[src/rtl/dmem_port_arbiter.sv]
// Data-memory port arbiter: MEM-stage core port has priority, and the aux master
// is guaranteed one slot after STARVE_LIMIT consecutive denied cycles.
package dmem_pkg;
   typedef enum logic [1:0] {
      SIZE_BYTE = 2'd0,
      SIZE_HALF = 2'd1,
      SIZE_WORD = 2'd2
   } data_size_e;
endpackage

module dmem_port_arbiter
   import dmem_pkg::*;
#(
   parameter int ADDR_WIDTH   = 10,
   parameter int STARVE_LIMIT = 4
) (
   input  logic                  clk,
   input  logic                  rst,
   input  logic                  core_re_i,
   input  logic                  core_we_i,
   input  data_size_e            core_size_i,
   input  logic [ADDR_WIDTH-1:0] core_addr_i,
   input  logic [31:0]           core_wdata_i,
   output logic [31:0]           core_rdata_o,
   output logic                  core_stall_o,
   input  logic                  aux_valid_i,
   input  logic                  aux_we_i,
   input  data_size_e            aux_size_i,
   input  logic [ADDR_WIDTH-1:0] aux_addr_i,
   input  logic [31:0]           aux_wdata_i,
   output logic                  aux_ready_o,
   output logic                  aux_rvalid_o,
   output logic [31:0]           aux_rdata_o,
   output logic [ADDR_WIDTH-1:0] mem_addr_o,
   output logic                  mem_re_o,
   output logic                  mem_we_o,
   output data_size_e            mem_size_o,
   output logic [31:0]           mem_wdata_o,
   input  logic [31:0]           mem_rdata_i
);

   localparam int CNT_W = $clog2(STARVE_LIMIT + 1);
   localparam logic [CNT_W-1:0] CNT_MAX = CNT_W'(STARVE_LIMIT);

   logic [CNT_W-1:0] starve_cnt_r;
   logic             core_req_s;
   logic             aux_win_s;
   logic             aux_rd_xfer_s;
   logic             aux_rvalid_r;
   logic [31:0]      aux_rdata_r;

   // Request decode and aux win; nothing is granted while reset is held.
   always_comb begin
      core_req_s    = core_re_i | core_we_i;
      aux_win_s     = !rst & aux_valid_i & (!core_req_s | (starve_cnt_r == CNT_MAX));
      aux_rd_xfer_s = aux_win_s & !aux_we_i;
   end

   // Memory-port mux and handshake outputs.
   always_comb begin
      mem_addr_o   = core_addr_i;
      mem_size_o   = core_size_i;
      mem_wdata_o  = core_wdata_i;
      mem_re_o     = 1'b0;
      mem_we_o     = 1'b0;
      aux_ready_o  = 1'b0;
      core_stall_o = 1'b0;
      if (rst) begin
         mem_re_o     = 1'b0;
         mem_we_o     = 1'b0;
      end else if (aux_win_s) begin
         mem_addr_o   = aux_addr_i;
         mem_size_o   = aux_size_i;
         mem_wdata_o  = aux_wdata_i;
         mem_re_o     = !aux_we_i;
         mem_we_o     = aux_we_i;
         aux_ready_o  = 1'b1;
         core_stall_o = core_req_s;
      end else if (core_req_s) begin
         // A combined load/store request is treated as a store.
         mem_re_o     = core_re_i & !core_we_i;
         mem_we_o     = core_we_i;
      end else begin
         mem_re_o     = 1'b0;
         mem_we_o     = 1'b0;
      end
   end

   // Starvation counter: counts denied cycles of a pending aux request.
   always_ff @(posedge clk) begin
      if (rst) begin
         starve_cnt_r <= {CNT_W{1'b0}};
      end else if (aux_win_s || !aux_valid_i) begin
         starve_cnt_r <= {CNT_W{1'b0}};
      end else begin
         starve_cnt_r <= starve_cnt_r + CNT_W'(1);
      end
   end

   // Aux read response capture, one cycle after the transfer.
   always_ff @(posedge clk) begin
      if (rst) begin
         aux_rvalid_r <= 1'b0;
         aux_rdata_r  <= 32'd0;
      end else begin
         aux_rvalid_r <= aux_rd_xfer_s;
         if (aux_rd_xfer_s) begin
            aux_rdata_r <= mem_rdata_i;
         end else begin
            aux_rdata_r <= aux_rdata_r;
         end
      end
   end

   // A response pulse landing in a reset cycle is suppressed.
   assign aux_rvalid_o = aux_rvalid_r & !rst;
   assign aux_rdata_o  = aux_rdata_r;
   assign core_rdata_o = mem_rdata_i;

endmodule

[config.mk]
export PLATFORM = sky130hd
export DESIGN_NAME = dmem_port_arbiter
export DESIGN_NICKNAME = d
export VERILOG_FILES = /design/src/rtl/dmem_port_arbiter.sv
export SDC_FILE = /design/constraint.sdc
export NUM_CORES = 1
export LEC_CHECK = 0
export ABC_CLOCK_PERIOD_IN_PS = 2100
export CAP_MARGIN = 20
export CORE_MARGIN = 2
export CORE_UTILIZATION = 29
export DETAILED_ROUTE_END_ITERATION = 6
export GPL_TIMING_DRIVEN = 0
export MAX_ROUTING_LAYER = met4
export PLACE_DENSITY = 0.78
export SETUP_SLACK_MARGIN = 0.5
export SLEW_MARGIN = 20
export SYNTH_ARGS = -nofsm -noshare
export SYNTH_HDL_FRONTEND = slang
export SYNTH_SLANG_ARGS = --single-unit
export TNS_END_PERCENT = 100
[constraint.sdc]
create_clock -name clk -period 2.1 [get_ports clk]
set_clock_uncertainty 0.2 [all_clocks]
set_input_delay 0.315 -clock clk [delete_from_list [all_inputs] [get_ports clk]]
set_output_delay 0.315 -clock clk [all_outputs]
set_load 0.01 [all_outputs]
### After elaboration in Yosys (flattened, before gate mapping)

Index checks and enable logic that the tools add are counted.

| cells by class | value |
|---|---|
| bitwise logic cells | 7 |
| reduce and logical (&&, ||, !) cells | 7 |
| equal/unequal tests | 1 |
| $add $sub $neg | 1 |
| mux-type cells | 16 |

Operators with widths:

| operator | count |
|---|---|
| 2-to-1 mux 32 bit | 2 |
| 2-to-1 mux 10 bit | 2 |
| 2-to-1 mux 1 bit | 10 |
| AND 1 bit | 5 |
| logical NOT 1 bit | 5 |
| 2-to-1 mux 2 bit | 2 |
| adder 3 x 1 -> 3 bit, second input constant | 1 |
| equality test 3 bit, second input constant | 1 |
| OR 1 bit | 2 |
| OR reduction 2 bit | 1 |
| logical OR 1 bit | 1 |

| storage, ports and cells | value |
|---|---|
| word-level logic and storage cells | 35 |
| register bits after elaboration | 36 |

### Longest topological paths before layout

| depth | value |
|---|---|
| depth in word-level cells | 6 |
| gate-level depth with buffers | 7 |
| gate-level depth less buffers | 5 |

### Least setup slack after synthesis

OpenSTA, ideal clock, no wires.

| timing | value |
|---|---|
| path kind | reg-to-output |
| start | register starve_cnt_r[0] |
| end | output mem_addr_o[0] |
| cell stages (with the launch flop) | 8 |
| required time | 1.585 ns |
| path buffers | 2 |
| arrival | 1.547 ns |
| setup slack | 0.038 ns |
| cells stage by stage | dfxtp_1 -> inv_1 -> ha_1 -> o2bb2ai_4 -> nand2_2 -> buf_6 -> buf_2 -> mux2_1 |

| between the ends | value |
|---|---|
| longest elaborated chain between the ends | 5 |

RTL lines:

| item | RTL line | source |
|---|---|---|
| start: declaration | 45 | `logic [CNT_W-1:0] starve_cnt_r;` |
| start signal: assignment | 92 | `starve_cnt_r <= {CNT_W{1'b0}};` |
| start signal: assignment | 94 | `starve_cnt_r <= {CNT_W{1'b0}};` |
| start signal: assignment | 96 | `starve_cnt_r <= starve_cnt_r + CNT_W'(1);` |
| equality test 3 bit | 55 | `aux_win_s = !rst & aux_valid_i & (!core_req_s \| (starve_cnt_r == CNT_MAX));` |
| OR 1 bit | 55 |  |
| AND 1 bit | 55 |  |
| 2-to-1 mux 10 bit | 71 | `end else if (aux_win_s) begin` |
| 2-to-1 mux 10 bit | 68 | `if (rst) begin` |
| end: declaration | 34 | `output logic [ADDR_WIDTH-1:0] mem_addr_o,` |

Every way passes these cells.

### Worst setup path in the final report

| timing | value |
|---|---|
| start | register starve_cnt_r[0] |
| end | output mem_wdata_o[29] |

| between the ends | value |
|---|---|
| longest elaborated chain between the ends | 5 |

RTL lines:

| item | RTL line | source |
|---|---|---|
| equality test 3 bit | 55 |  |
| OR 1 bit | 55 |  |
| AND 1 bit | 55 |  |
| 2-to-1 mux 32 bit | 71 |  |
| 2-to-1 mux 32 bit | 68 |  |
| end: declaration | 38 | `output logic [31:0] mem_wdata_o,` |

Every way passes these cells.

==> impl_results.md <==
* Die area at between 0.008 and 0.009 mm^2
* Cell Pwr Density at between 300 and 400 mW/mm^2
* Yosys warnings at 0
* Residual DRC count at 0
* Period utilization at 1.14
* Failing checks: negative setup slack
* Chip height at approximately 93 um
* Post-Syn Area per Cell at around 9 um^2
* Via density at 4.89
* Root buffer cell: clkbuf_8
* Crit-path max cell delay at 0.33 ns
* XOR/XNOR share of the synthesized area at 0.00379
* Pin count of the biggest net entering global routing at 12
* Slew HR at 0.220
* DPL Wire Length at between 7000 and 8000 um
* Worst hold start: mem_rdata_i[10]
* Synth top area cells: dfxtp_1 (31%), mux2_2 (14%), o311ai_0 (12%), buf_4 (10%), mux2_1 (7.8%)
* Final WS setup at -0.302 ns
* Count of state elements after synthesis at 36
* Gate Count Post-Synth at ~260
* Hold Slack at approximately 0.2 ns
* Syn_nets at approximately 390
* Share of layout cells above drive strength 1 at 0.494
* Register area share after synthesis at 0.312
* Routed Wire Length at 12100 um
* Leak at 2.85 nW
* Crit path DAT at 1.89 ns
* Power consumption at ~2.2 mW
* RSZ-0062 raised after global routing: true
* Fin. max-slew vios at 0
* Min Clock Period, post-route at about 2.4 ns
* Fillers at 475
* Row count at 32
* Critical path type: register to primary output
* Total CTS buffers at 5
* Critical Path, Cell by Cell: inv_2 -> ha_4 -> o2bb2ai_4 -> nand2_4 -> buf_8 -> buf_12 -> buf_16 -> mux2_4 -> buf_6
* Global-route wire length before repair at 16500 um
* Top-count cell post-synth: dfxtp_1
* Share of flip-flops with an asynchronous set or reset at 0
* Slowest-stage cell, CP: dfxtp_2
* H-tree depth at 2
* Die Wd at slightly above 90 um
* NumNets Final at approximately 670
* Worst min-delay path category: primary input to register
* CTS tree: yes
* PortBufs at about 240
* Final hold violations at 0
* Post-synth EDFFs at 0
* CP Max Fanout at 5
* Post-synthesis mux area share at 0.214
* Crit path max-delay family: buffers and inverters
* Compound-cell area share of the yosys netlist at 0.147
* Initial core utilization at 0.299
* Detail Route Antenna Nets at 0
* Via count at 3150
* FF-to-FF path depth at 13
* Design Area, Final at slightly above 0.006 mm^2
* Placed Area at 0.00491 mm^2
* Synth Area in Adders at 0.0108
* Layout area overhead at 165%
* Drt wl/cell at roughly 19 um
* Vias in the first global route at approximately 3100
* Mapped Area at about 0.0023 mm^2
* Synth Area in Simple Gates at 0.153
* R2R Path End: aux_rdata_o[11]
* Worst VDD drop at 0.000351 V
* Number of distinct library cells after synthesis at 22
* Iter 0 DRT Violations at between 70 and 80
* CP Data Required Time at roughly 1.6 ns
* I/O Pins at between 200 and 250
* Clock slew at reported path FFs at 0.08 ns
* Commonest cells post-synth: dfxtp_1 (36), nand2_1 (34), nand3_1 (33)
* Type of origin of the critical path: register
* Flop2flop setup slack at -0.03 ns
* Worst slew pin tran at about 1.2 ns
* Clk buf depth at 2
* Max Cap Viol at 0
* GR Overflow Total at 0
* Core Area at slightly below 0.008 mm^2
* Buf/Inv on CP at 5
* CTS sink cnt at 36
* Leading area contributor after synthesis: dfxtp_1
* Element type at the critical path end: primary output
* Drt first pass iters at 4
* Placer congestion estimate at between 0.7 and 0.8
* Setup violators final at between 50 and 60
* Gr usage total at 0.251
* Status: finished, violations left
* Endpoint, Worst Hold: aux_rdata_o[10]
* Ys flop type: dfxtp_1
* FMAX at between 400 and 500 MHz
* Largest family of logic cells by synthesized area: multiplexers
* Antenna violations before repair at 1
* Startpoint of the worst register-to-register path: starve_cnt_r[0]
* Skew-Pair Late Insertion Delay at about 0.29 ns
* Post-CTS Hold Buffers at 0
* Synth top area share at 0.312
* Hold path cells at 3
==> how the worst max path moves through the flow <==
stage | from | cells past startpoint | slack [ns] | end
after floorplan | starve_cnt_r[0] | 7 | 0.24 | mem_wdata_o[20]
after global routing | starve_cnt_r[1] | 9 | -0.37 | mem_wdata_o[29]
after detailed placement | core_we_i | 7 | -0.91 | mem_wdata_o[25]
final | starve_cnt_r[0] | 9 | -0.30 | mem_wdata_o[29]
after global placement | core_we_i | 7 | -0.86 | mem_wdata_o[29]
after CTS | starve_cnt_r[0] | 9 | -0.28 | mem_wdata_o[25]
==> repair_timing <==
action	4_1_cts	5_1_grt
gates cloned	6	2
setup buffers	23	7
pin swaps	37	19
resized for setup	547	30
endpoints found under the setup margin	147	84
==> final cells by class <==
cell class / count / area (um^2) / share of cell area
Timing Repair Buffer: 275 / 2770 / 0.451
Multi-Input combinational cell: 161 / 1920 / 0.313
Sequential cell: 36 / 723 / 0.118
Buffer: 56 / 473 / 0.0772
Tap cell: 102 / 128 / 0.0208
Clock buffer: 7 / 86.3 / 0.0141
Inverter: 5 / 21.3 / 0.00347
Clock inverter: 1 / 7.51 / 0.00123
Antenna cell: 1 / 2.50 / 0.000408
==> state kept, by name, indices dropped and copies added, names as in the netlist <==
name and flops:
aux_rvalid_r 1, starve_cnt_r 3, aux_rdata_o 32
==> cell families after synthesis <==
kind of cell,count (synthesis)
buffers and inverters,61
DFF,36
AOI/OAI and AO/OA,36
adders and majority gates,2
xor gates and xnor gates,1
muxes,44
and+or+nand+nor,78
==> tightest hold or removal path, stage by stage <==
cell	delay (ns)
dlygate4sd2_1	0.22
nand3_1	0.07
nand2_1	0.06
==> where the power goes <==
part	switching, mW	leakage (nW)	internal, mW
combinational	0.373	2.51	0.558
sequential	0.0149	0.292	0.698
clock	0.260	0.0445	0.267
total	0.648	2.85	1.52
==> layout by cell type (no fill, tap or decap), types with 14 or more instances in the layout <==
cell type	instances
buf_2	29
buf_4	44
buf_6	48
clkdlybuf4s15_2	14
clkdlybuf4s50_1	105
dfxtp_1	34
dlygate4sd2_1	52
mux2_4	32
nand2_1	33
nand3_1	33
o311ai_4	28
==> per-stage QoR <==
step                TNS, ns  worst slack, ns   util  std cells
floorplan                 0            0.238      -        258
CTS                   -9.61           -0.280  0.758        634
finish               -10.44           -0.302  0.793        644
global route         -15.38           -0.369  0.793        644
detailed placement   -41.52           -0.908  0.635        597
global placement     -38.65           -0.864  0.635        597
==> per-layer routing <==
layer  track usage  up-vias  share of wire
met5             -        -              0
met4        0.0760        0          0.019
met3        0.0653       14          0.070
met2         0.432      124           0.52
met1         0.287     1528           0.39
li1              -     1484              -
Note: power is estimated with default switching activity, not from simulation.
